==> src/rtl/su_pkg.sv <==
// Shared definitions for the psum-adder scheduler: FSM encoding, bank depth
// default and address-width derivation.
package su_pkg;

  localparam int SU_DEPTH  = 32;
  localparam int SU_TILE_W = 8;
  localparam int SU_CFG_W  = 5;

  // Address width for a bank of 'depth' words (never narrower than 1 bit).
  function automatic int su_addr_w(input int depth);
    return (depth > 1) ? $clog2(depth) : 1;
  endfunction

  localparam int SU_ADDR_W = su_addr_w(SU_DEPTH);

  typedef enum logic [2:0] {
    S_IDLE    = 3'd0,
    S_WAIT_PE = 3'd1,
    S_ADD     = 3'd2,
    S_SWAP    = 3'd3,
    S_FLUSH   = 3'd4,
    S_DONE    = 3'd5
  } su_state_e;

endpackage

==> src/rtl/psum_bank_tracker.sv <==
// Per-bank bookkeeping for one psum GBF bank: full flag, saturating write
// count and sticky overflow flag.
module psum_bank_tracker import su_pkg::*; #(
  parameter  int DEPTH = SU_DEPTH,
  localparam int CNT_W = su_addr_w(DEPTH) + 1
) (
  input  logic clk,
  input  logic reset,
  input  logic wr_req_i,    // adder write aimed at this bank
  input  logic set_full_i,  // tile finished into this bank
  input  logic clr_i,       // bank drained
  output logic wr_ok_o,     // write accepted (bank not saturated)
  output logic full_o,
  output logic ovf_o
);

  logic [CNT_W-1:0] cnt_q, cnt_d;
  logic             full_q, full_d;
  logic             ovf_q, ovf_d;
  logic             room;

  assign room    = cnt_q < CNT_W'(DEPTH);
  assign wr_ok_o = wr_req_i & room;
  assign full_o  = full_q;
  assign ovf_o   = ovf_q;

  // Next-state: count accepted writes, flag writes past DEPTH, drain resets.
  always_comb begin
    cnt_d  = cnt_q;
    full_d = full_q;
    ovf_d  = ovf_q;
    if (wr_req_i) begin
      if (room) cnt_d = cnt_q + CNT_W'(1);
      else      ovf_d = 1'b1;
    end
    if (clr_i) begin
      cnt_d  = '0;
      full_d = 1'b0;
    end
    if (set_full_i) full_d = 1'b1;
  end

  // State registers with synchronous reset.
  always_ff @(posedge clk) begin
    if (reset) begin
      cnt_q  <= '0;
      full_q <= 1'b0;
      ovf_q  <= 1'b0;
    end else begin
      cnt_q  <= cnt_d;
      full_q <= full_d;
      ovf_q  <= ovf_d;
    end
  end

endmodule

==> src/rtl/su_add_scheduler.sv <==
// Ping-pong psum bank scheduler between the PE array and the psum adder.
// The adder writes into the active bank; a finished bank is marked full and
// drained by the consumer while the next tile fills the other bank.
module su_add_scheduler import su_pkg::*; #(
  parameter  int DEPTH  = SU_DEPTH,
  parameter  int TILE_W = SU_TILE_W,
  localparam int ADDR_W = su_addr_w(DEPTH)
) (
  input  logic                clk,
  input  logic                reset,
  input  logic                cfg_valid,
  input  logic [SU_CFG_W-1:0] cfg_irrel_num,
  input  logic [SU_CFG_W-1:0] cfg_rel_num,
  input  logic [TILE_W-1:0]   cfg_tiles,
  input  logic                pe_done,
  input  logic                su_add_finish,
  input  logic                psum_gbf_w_en,
  input  logic [ADDR_W-1:0]   psum_gbf_w_addr,
  output logic                pe_psum_finish,
  output logic [SU_CFG_W-1:0] irrel_num,
  output logic [SU_CFG_W-1:0] rel_num,
  output logic                conv_finish,
  output logic [1:0]          bank_w_en,
  output logic [ADDR_W-1:0]   bank_w_addr,
  output logic                drain_req,
  output logic                drain_bank,
  input  logic                drain_ack,
  output logic                pe_stall,
  output logic                busy,
  output logic                err_ovf
);

  su_state_e           state_q, state_d;
  logic                active_q, active_d;
  logic [TILE_W-1:0]   tile_q, tile_d;
  logic [TILE_W-1:0]   tiles_q;
  logic [SU_CFG_W-1:0] irrel_q, rel_q;
  logic                cfg_load;
  logic                in_add;
  logic [1:0]          full, wr_req, wr_ok, set_full, drain_clr, ovf;

  assign in_add = (state_q == S_ADD);

  // Drain the oldest full bank; with both full the active one is the newer.
  assign drain_req  = |full;
  assign drain_bank = (&full) ? ~active_q : full[1];

  for (genvar k = 0; k < 2; k++) begin : g_bank
    assign wr_req[k]    = in_add & psum_gbf_w_en & (active_q == 1'(k));
    assign set_full[k]  = in_add & su_add_finish & (active_q == 1'(k));
    assign drain_clr[k] = drain_ack & drain_req & (drain_bank == 1'(k));

    psum_bank_tracker #(.DEPTH(DEPTH)) u_trk (
      .clk        (clk),
      .reset      (reset),
      .wr_req_i   (wr_req[k]),
      .set_full_i (set_full[k]),
      .clr_i      (drain_clr[k]),
      .wr_ok_o    (wr_ok[k]),
      .full_o     (full[k]),
      .ovf_o      (ovf[k])
    );
  end

  assign bank_w_en      = wr_ok;
  assign bank_w_addr    = in_add ? psum_gbf_w_addr : '0;
  assign pe_psum_finish = in_add;
  assign conv_finish    = (state_q == S_DONE);
  assign busy           = (state_q != S_IDLE);
  assign err_ovf        = |ovf;
  assign irrel_num      = irrel_q;
  assign rel_num        = rel_q;

  // Next-state, tile counting, bank swap and stall decode.
  always_comb begin
    state_d  = state_q;
    active_d = active_q;
    tile_d   = tile_q;
    cfg_load = 1'b0;
    pe_stall = 1'b0;
    unique case (state_q)
      S_IDLE: begin
        if (cfg_valid && cfg_irrel_num != '0 && cfg_tiles != '0) begin
          cfg_load = 1'b1;
          tile_d   = '0;
          state_d  = S_WAIT_PE;
        end
      end
      S_WAIT_PE: if (pe_done) state_d = S_ADD;
      S_ADD: begin
        pe_stall = 1'b1;
        if (su_add_finish) begin
          tile_d  = tile_q + TILE_W'(1);
          state_d = (tile_q + TILE_W'(1) == tiles_q) ? S_FLUSH : S_SWAP;
        end
      end
      S_SWAP: begin
        if (full[~active_q]) begin
          pe_stall = 1'b1;
        end else begin
          active_d = ~active_q;
          state_d  = S_WAIT_PE;
        end
      end
      S_FLUSH: begin
        pe_stall = 1'b1;
        if (full == 2'b00) state_d = S_DONE;
      end
      S_DONE:  state_d = S_IDLE;
      default: state_d = S_IDLE;
    endcase
  end

  // FSM, active bank, tile count and latched configuration.
  always_ff @(posedge clk) begin
    if (reset) begin
      state_q  <= S_IDLE;
      active_q <= 1'b0;
      tile_q   <= '0;
      tiles_q  <= '0;
      irrel_q  <= '0;
      rel_q    <= '0;
    end else begin
      state_q  <= state_d;
      active_q <= active_d;
      tile_q   <= tile_d;
      if (cfg_load) begin
        tiles_q <= cfg_tiles;
        irrel_q <= cfg_irrel_num;
        rel_q   <= cfg_rel_num;
      end
    end
  end

endmodule

==> config.mk <==
export PLATFORM = sky130hd
export DESIGN_NAME = su_add_scheduler
export DESIGN_NICKNAME = d
export VERILOG_FILES = /design/src/rtl/su_pkg.sv /design/src/rtl/psum_bank_tracker.sv /design/src/rtl/su_add_scheduler.sv
export SDC_FILE = /design/constraint.sdc
export NUM_CORES = 1
export LEC_CHECK = 0
export CELL_PAD_IN_SITES_DETAIL_PLACEMENT = 1
export CELL_PAD_IN_SITES_GLOBAL_PLACEMENT = 2
export CORE_MARGIN = 2
export CORE_UTILIZATION = 31
export CTS_CLUSTER_SIZE = 30
export DETAILED_ROUTE_END_ITERATION = 10
export PLACE_DENSITY_LB_ADDON = 0.1
export SETUP_SLACK_MARGIN = 0.2
export SLEW_MARGIN = 15
export SYNTH_ARGS = -nofsm -noshare
export SYNTH_HDL_FRONTEND = slang
export SYNTH_SLANG_ARGS = --single-unit
==> constraint.sdc <==
create_clock -name clk -period 5.2 [get_ports clk]
set_clock_uncertainty 0.15 [all_clocks]
set_input_delay 1.04 -clock clk [delete_from_list [all_inputs] [get_ports clk]]
set_output_delay 1.04 -clock clk [all_outputs]
set_load 0.01 [all_outputs]
# [Word-level counts from Yosys, hierarchy flattened]
# Index checks and enable logic that the tools add are counted.
[word_totals] ff_bits=46 in_bits=30 output_inout_bits=24 wordCells=90
[op_classes] addsub=3 magnitude_cmp=3 eq_ne=11 mux=22 n_bitwise=16 reduce_logical=23
[op_table] operator="$mux W3" count=6
[op_table] operator="$mux W8" count=2
[op_table] operator="$pmux W8 S2" count=1
[op_table] operator="$pmux W3 S5" count=1
[op_table] operator="$add A6 B1 Y6 const B" count=2
[op_table] operator="$lt A6 B6 Y1 const B" count=2
[op_table] operator="$reduce_and A2 Y1" count=6
[op_table] operator="$and A1 B1 Y1" count=11
[op_table] operator="$mux W1" count=10
[op_table] operator="$ne A2 B2 Y1 const B" count=5
[op_table] operator="$reduce_or A2 Y1" count=5
[op_table] operator="$add A8 B1 Y8 const B" count=1
[op_table] operator="$eq A8 B8 Y1" count=1
[op_table] operator="$reduce_bool A8 Y1" count=1
[op_table] operator="$eq A3 B2 Y1 const B" count=2
[op_table] operator="$eq A3 B3 Y1 const B" count=2
[op_table] operator="$reduce_bool A2 Y1" count=3
[op_table] operator="$mux W5" count=1
[op_table] operator="$not A1 Y1" count=5
[op_table] operator="$reduce_and A5 Y1" count=1
[op_table] operator="$reduce_bool A5 Y1" count=1
[op_table] operator="$eq A3 B1 Y1 const B" count=1
[op_table] operator="$logic_not A3 Y1" count=1
[op_table] operator="$reduce_and A3 Y1" count=1
[op_table] operator="5 further kinds" count=6

# [Longest topological paths before layout]
[logic_depth] ltp_word=6 ltp_mapped=8

# [By module]
# From an unflattened synthesis, not the netlist that was laid out.
[unflattened] hier_cells=264 area_unflattened_um2=2329.7
[modules_own_cells] mod="su_add_scheduler" instances=1 cells_each=194 area_each_um2=1659.1
[modules_own_cells] mod="psum_bank_tracker" instances=2 cells_each=35 area_each_um2=335.3

# [Least setup slack after synthesis]
# Ideal clock, no wire load.
[synth_timing] kind="in2out" start="input port psum_gbf_w_en" end="output port bank_w_en[0]" t_arrival_ns=1.620 required_ns=4.010 path_slack_ns=2.390 path_stages=3 path_cell_list="nand3b_1 > nor3_2 > buf_4"
[synth_via] elab_chain_cells=3
[synth_rtl] element="start: declaration" line="su_add_scheduler.sv:17" rtl="input logic psum_gbf_w_en,"
[synth_rtl] element="$and A1 B1 Y1 (2 in series)" line="su_add_scheduler.sv:49" rtl="assign wr_req[k] = in_add & psum_gbf_w_en & (active_q == 1'(k));"
[synth_rtl] element="$and A1 B1 Y1" line="psum_bank_tracker.sv:23" rtl="assign wr_ok_o = wr_req_i & room;"
[synth_rtl] element="end: declaration" line="su_add_scheduler.sv:23" rtl="output logic [1:0] bank_w_en,"
# Every way passes these cells.

# [Worst setup path after layout]
[layout_timing] start="input port psum_gbf_w_en" end="output port bank_w_en[1]"
# Same word-level chain as after synthesis.

==> out/metrics.cfg <==
[finish]
layout-drive-gt1-share_pct=7.49
n_fill_cell=844
multiInputGateArea_sq_mm=0.00126
fin_util_pct=41.3
diodes=0
layout.nets=339
seqCellArea_sq_um=921
area_growth_pct=30.9
final_cell_area_sq_mm=0.00297

[logic_synthesis]
synthFlopType=dfxtp_1
synth_edf_count=0
yosys.cell_types.count=47
avgSynthCellArea_sq_um=8.85
syn-num-nets=289
netlist_area_sq_mm=0.00227
synth_warnings=0
ys_ff_latch=46
ys_seq_area_share_pct=40.6
synth_async_sr_flop_share_pct=0
synth_cells=256

[global_routing]
antenna_found_initial=0
grt_pass1_vias=1950
grt_max_degree=33
overflow=0
grt_usage_pct=15.1
grt_first_pass_wirelength_um=9380

[routing]
drt-wirelength-per-cell_um=13.8
wl_um=5610
remaining_drc_errors=0
route.vias.total=1955
firstDrtPassIters=4
routed_via_density=4.82
drt_iter0_markers=65
postRouteAntennaNets=0

[place]
dpl.hpwl_um=4140
gp_congestion=0.738
post_dp_cell_area_sq_mm=0.00286
portBuffers=53

[hold_path]
min_to=g_bank[1].u_trk.ovf_o
hold_depth=2
hp-start=g_bank[1].u_trk.ovf_o
hold_path_class=reg2reg

[clocking]
tritoncts.num_buffers=5
ctsResizeCount=0
cts_tree=yes
h-tree-depth=2
cts_root_buffer=clkbuf_8
clock-sinks=46
post_cts.repair.setup_buffers=0
clk_pin_slew_worst_paths_ps=80
insertion_delay_ps=300
cts_buffer_depth=2
ctsHoldBuffers=0

[worst_setup_path]
end_kind=primary output
path_cells=clkdlybuf4s50_1 > nand3b_1 > nor3_2 > clkdlybuf4s50_1
worstPathArrival_ps=2650
required_ps=4010
critPathMaxStageDelay_ps=620
r2r-start=tile_q[0]
critical-path-top-delay-family=buffers and inverters
slowest_stage=clkdlybuf4s50_1
cp.depth=4
reg2reg_slack_ps=2890
critical_path.most_common_cell=clkdlybuf4s50_1
startpoint_type=input pin
worst-r2r-cell-count=6
r2r-end=state_q[0]
path_max_fanout=6
critical_path_class=in2out
worst-path-buf-inv=2

[pwr]
sw_frac_of_total_pct=30.6
pwr-share-comb_pct=28.2
p_sw_mw=0.292
p_leak_nw=1.12
pwr-share-seq_pct=44.0
vdd_drop_max_v=0.000111
p_clk_share_pct=27.8
powerDensity_mw_per_mm2=321
cellInternalPower_mw=0.661

[run]
cap_violations=0

[sta]
setup_viol=0
worst_pin_slew_ps=699
tns_ps=0
fin_crit_ps=3840
fmax_mhz=261
slew_headroom_pct=53.3
final_hold_viol_count=0
report.final.slew_viol_count=0
rsz0062_at_grt=false
timing.final.crit_share_pct=73.8

[die]
io_pins=54
dieWidth_um=89.5
start_util_pct=31.6
die_h_um=89.5
core-area_sq_mm=0.00718
die_area_sq_mm=0.00801
rows=31

[run_status]
outcome=complete, no violations

[sequential cells by signal, summed over array words and instances, names as in the netlist]
| register | count |
|---|---|
| tiles_q | 8 |
| irrel_num | 5 |
| g_bank.u_trk.cnt_q | 12 |
| state_q | 3 |
| g_bank.u_trk.ovf_o | 2 |
| tile_q | 8 |
| active_q | 1 |
| rel_num | 5 |
| g_bank.u_trk.full_o | 2 |
[power by group through the flow]
| stage | combinational [mW] | sequential, mW | clock, mW |
|---|---|---|---|
| 6_report | 0.268 | 0.419 | 0.265 |
| 5_1_grt | 0.298 | 0.425 | 0.295 |
| 2_1_floorplan | 0.175 | 0.414 | 0 |
| 3_5_place_dp | 0.272 | 0.427 | 0 |
| 3_3_place_gp | 0.270 | 0.427 | 0 |
| 4_1_cts | 0.274 | 0.420 | 0.273 |
[cells in the final DEF, fill, tap and decap left out, types with 3 or more instances in the layout]
cell,Yosys,final
a21oi_1,11,11
a31oi_1,6,6
and2_1,3,3
and3_1,7,7
clkbuf_8,0,5
clkdlybuf4s50_1,0,53
dfxtp_1,46,46
ha_1,3,3
inv_1,3,3
mux2i_1,20,20
nand2_1,21,21
nand3_1,5,5
nand4_1,4,4
nor2_1,43,43
nor2b_1,5,5
nor3_1,5,5
nor3_2,3,3
o21ai_0,8,8
or4_1,3,3
xnor2_1,9,9
xor2_1,10,10
[layout make-up]
cell class	count	area share, %
timing repair buffer	54	18.1
multi-input combinational	196	42.6
sequential	46	31.0
clock buffer	5	2.32
clock inverter	3	1.35
tap	99	4.18
inverter	3	0.380
[worst max-delay path by stage]
stage / start / to / slack (ps)
after floorplan: psum_gbf_w_en / bank_w_en[0] / 2390
after global placement: psum_gbf_w_en / bank_w_en[0] / 1380
after detailed placement: psum_gbf_w_en / bank_w_en[1] / 1350
after CTS: psum_gbf_w_en / bank_w_en[1] / 1350
after global routing: psum_gbf_w_en / bank_w_en[0] / 1210
final: psum_gbf_w_en / bank_w_en[1] / 1360
[Yosys cell counts, drive strengths merged, types with 2 or more instances]
cell type	n	area share, %
a21oi	11	2.4
a311oi	2	0.77
a31o	3	1.2
a31oi	6	1.7
and2	3	0.83
and3	7	1.9
and4	2	0.88
buf	7	2.4
clkbuf	4	0.66
dfxtp	46	41
ha	3	1.7
inv	3	0.50
mux2i	20	8.8
nand2	21	3.5
nand3	5	1.1
nand4	4	1.1
nor2	45	8.1
nor2b	6	2.0
nor3	8	2.4
o21ai	11	2.6
or2	3	0.94
or3	2	0.55
or4	3	0.99
xnor2	9	3.5
xor2	10	3.9
[layer usage]
metal | wire length, um | GRT usage (%) | up-vias
li1 | - | - | 989
met1 | 2710 | 20.5 | 918
met2 | 2520 | 23.6 | 43
met3 | 347 | 4.71 | 5
met4 | 32 | 3.66 | 0
met5 | 0 | 0 | -
[worst min-delay path, cell delays in order (launching register included)]
cell and delay, ps:
dfxtp_1 330, a31oi_1 40, nor2_1 80
[metrics by stage]
stage	power, mW	std cells	worst slack (ps)	hold WS (ps)
2_1_floorplan	0.589	256	2390	279
3_3_place_gp	0.697	398	1380	292
3_5_place_dp	0.699	398	1350	316
4_1_cts	0.967	406	1350	336
5_1_grt	1.02	406	1210	380
6_report	0.953	406	1360	330
[kinds of logic after synthesis]
family	count (synthesis)	synth area share, %
buffers and inverters	14	3.59
and+or+nand+nor	112	25.3
xor gates and xnor gates	20	8.34
adders and majority gates	3	1.66
muxes	20	8.83
AOI/OAI and AO/OA	41	11.6
DFF	46	40.6
No activity file was read; power rests on OpenSTA's default activity.
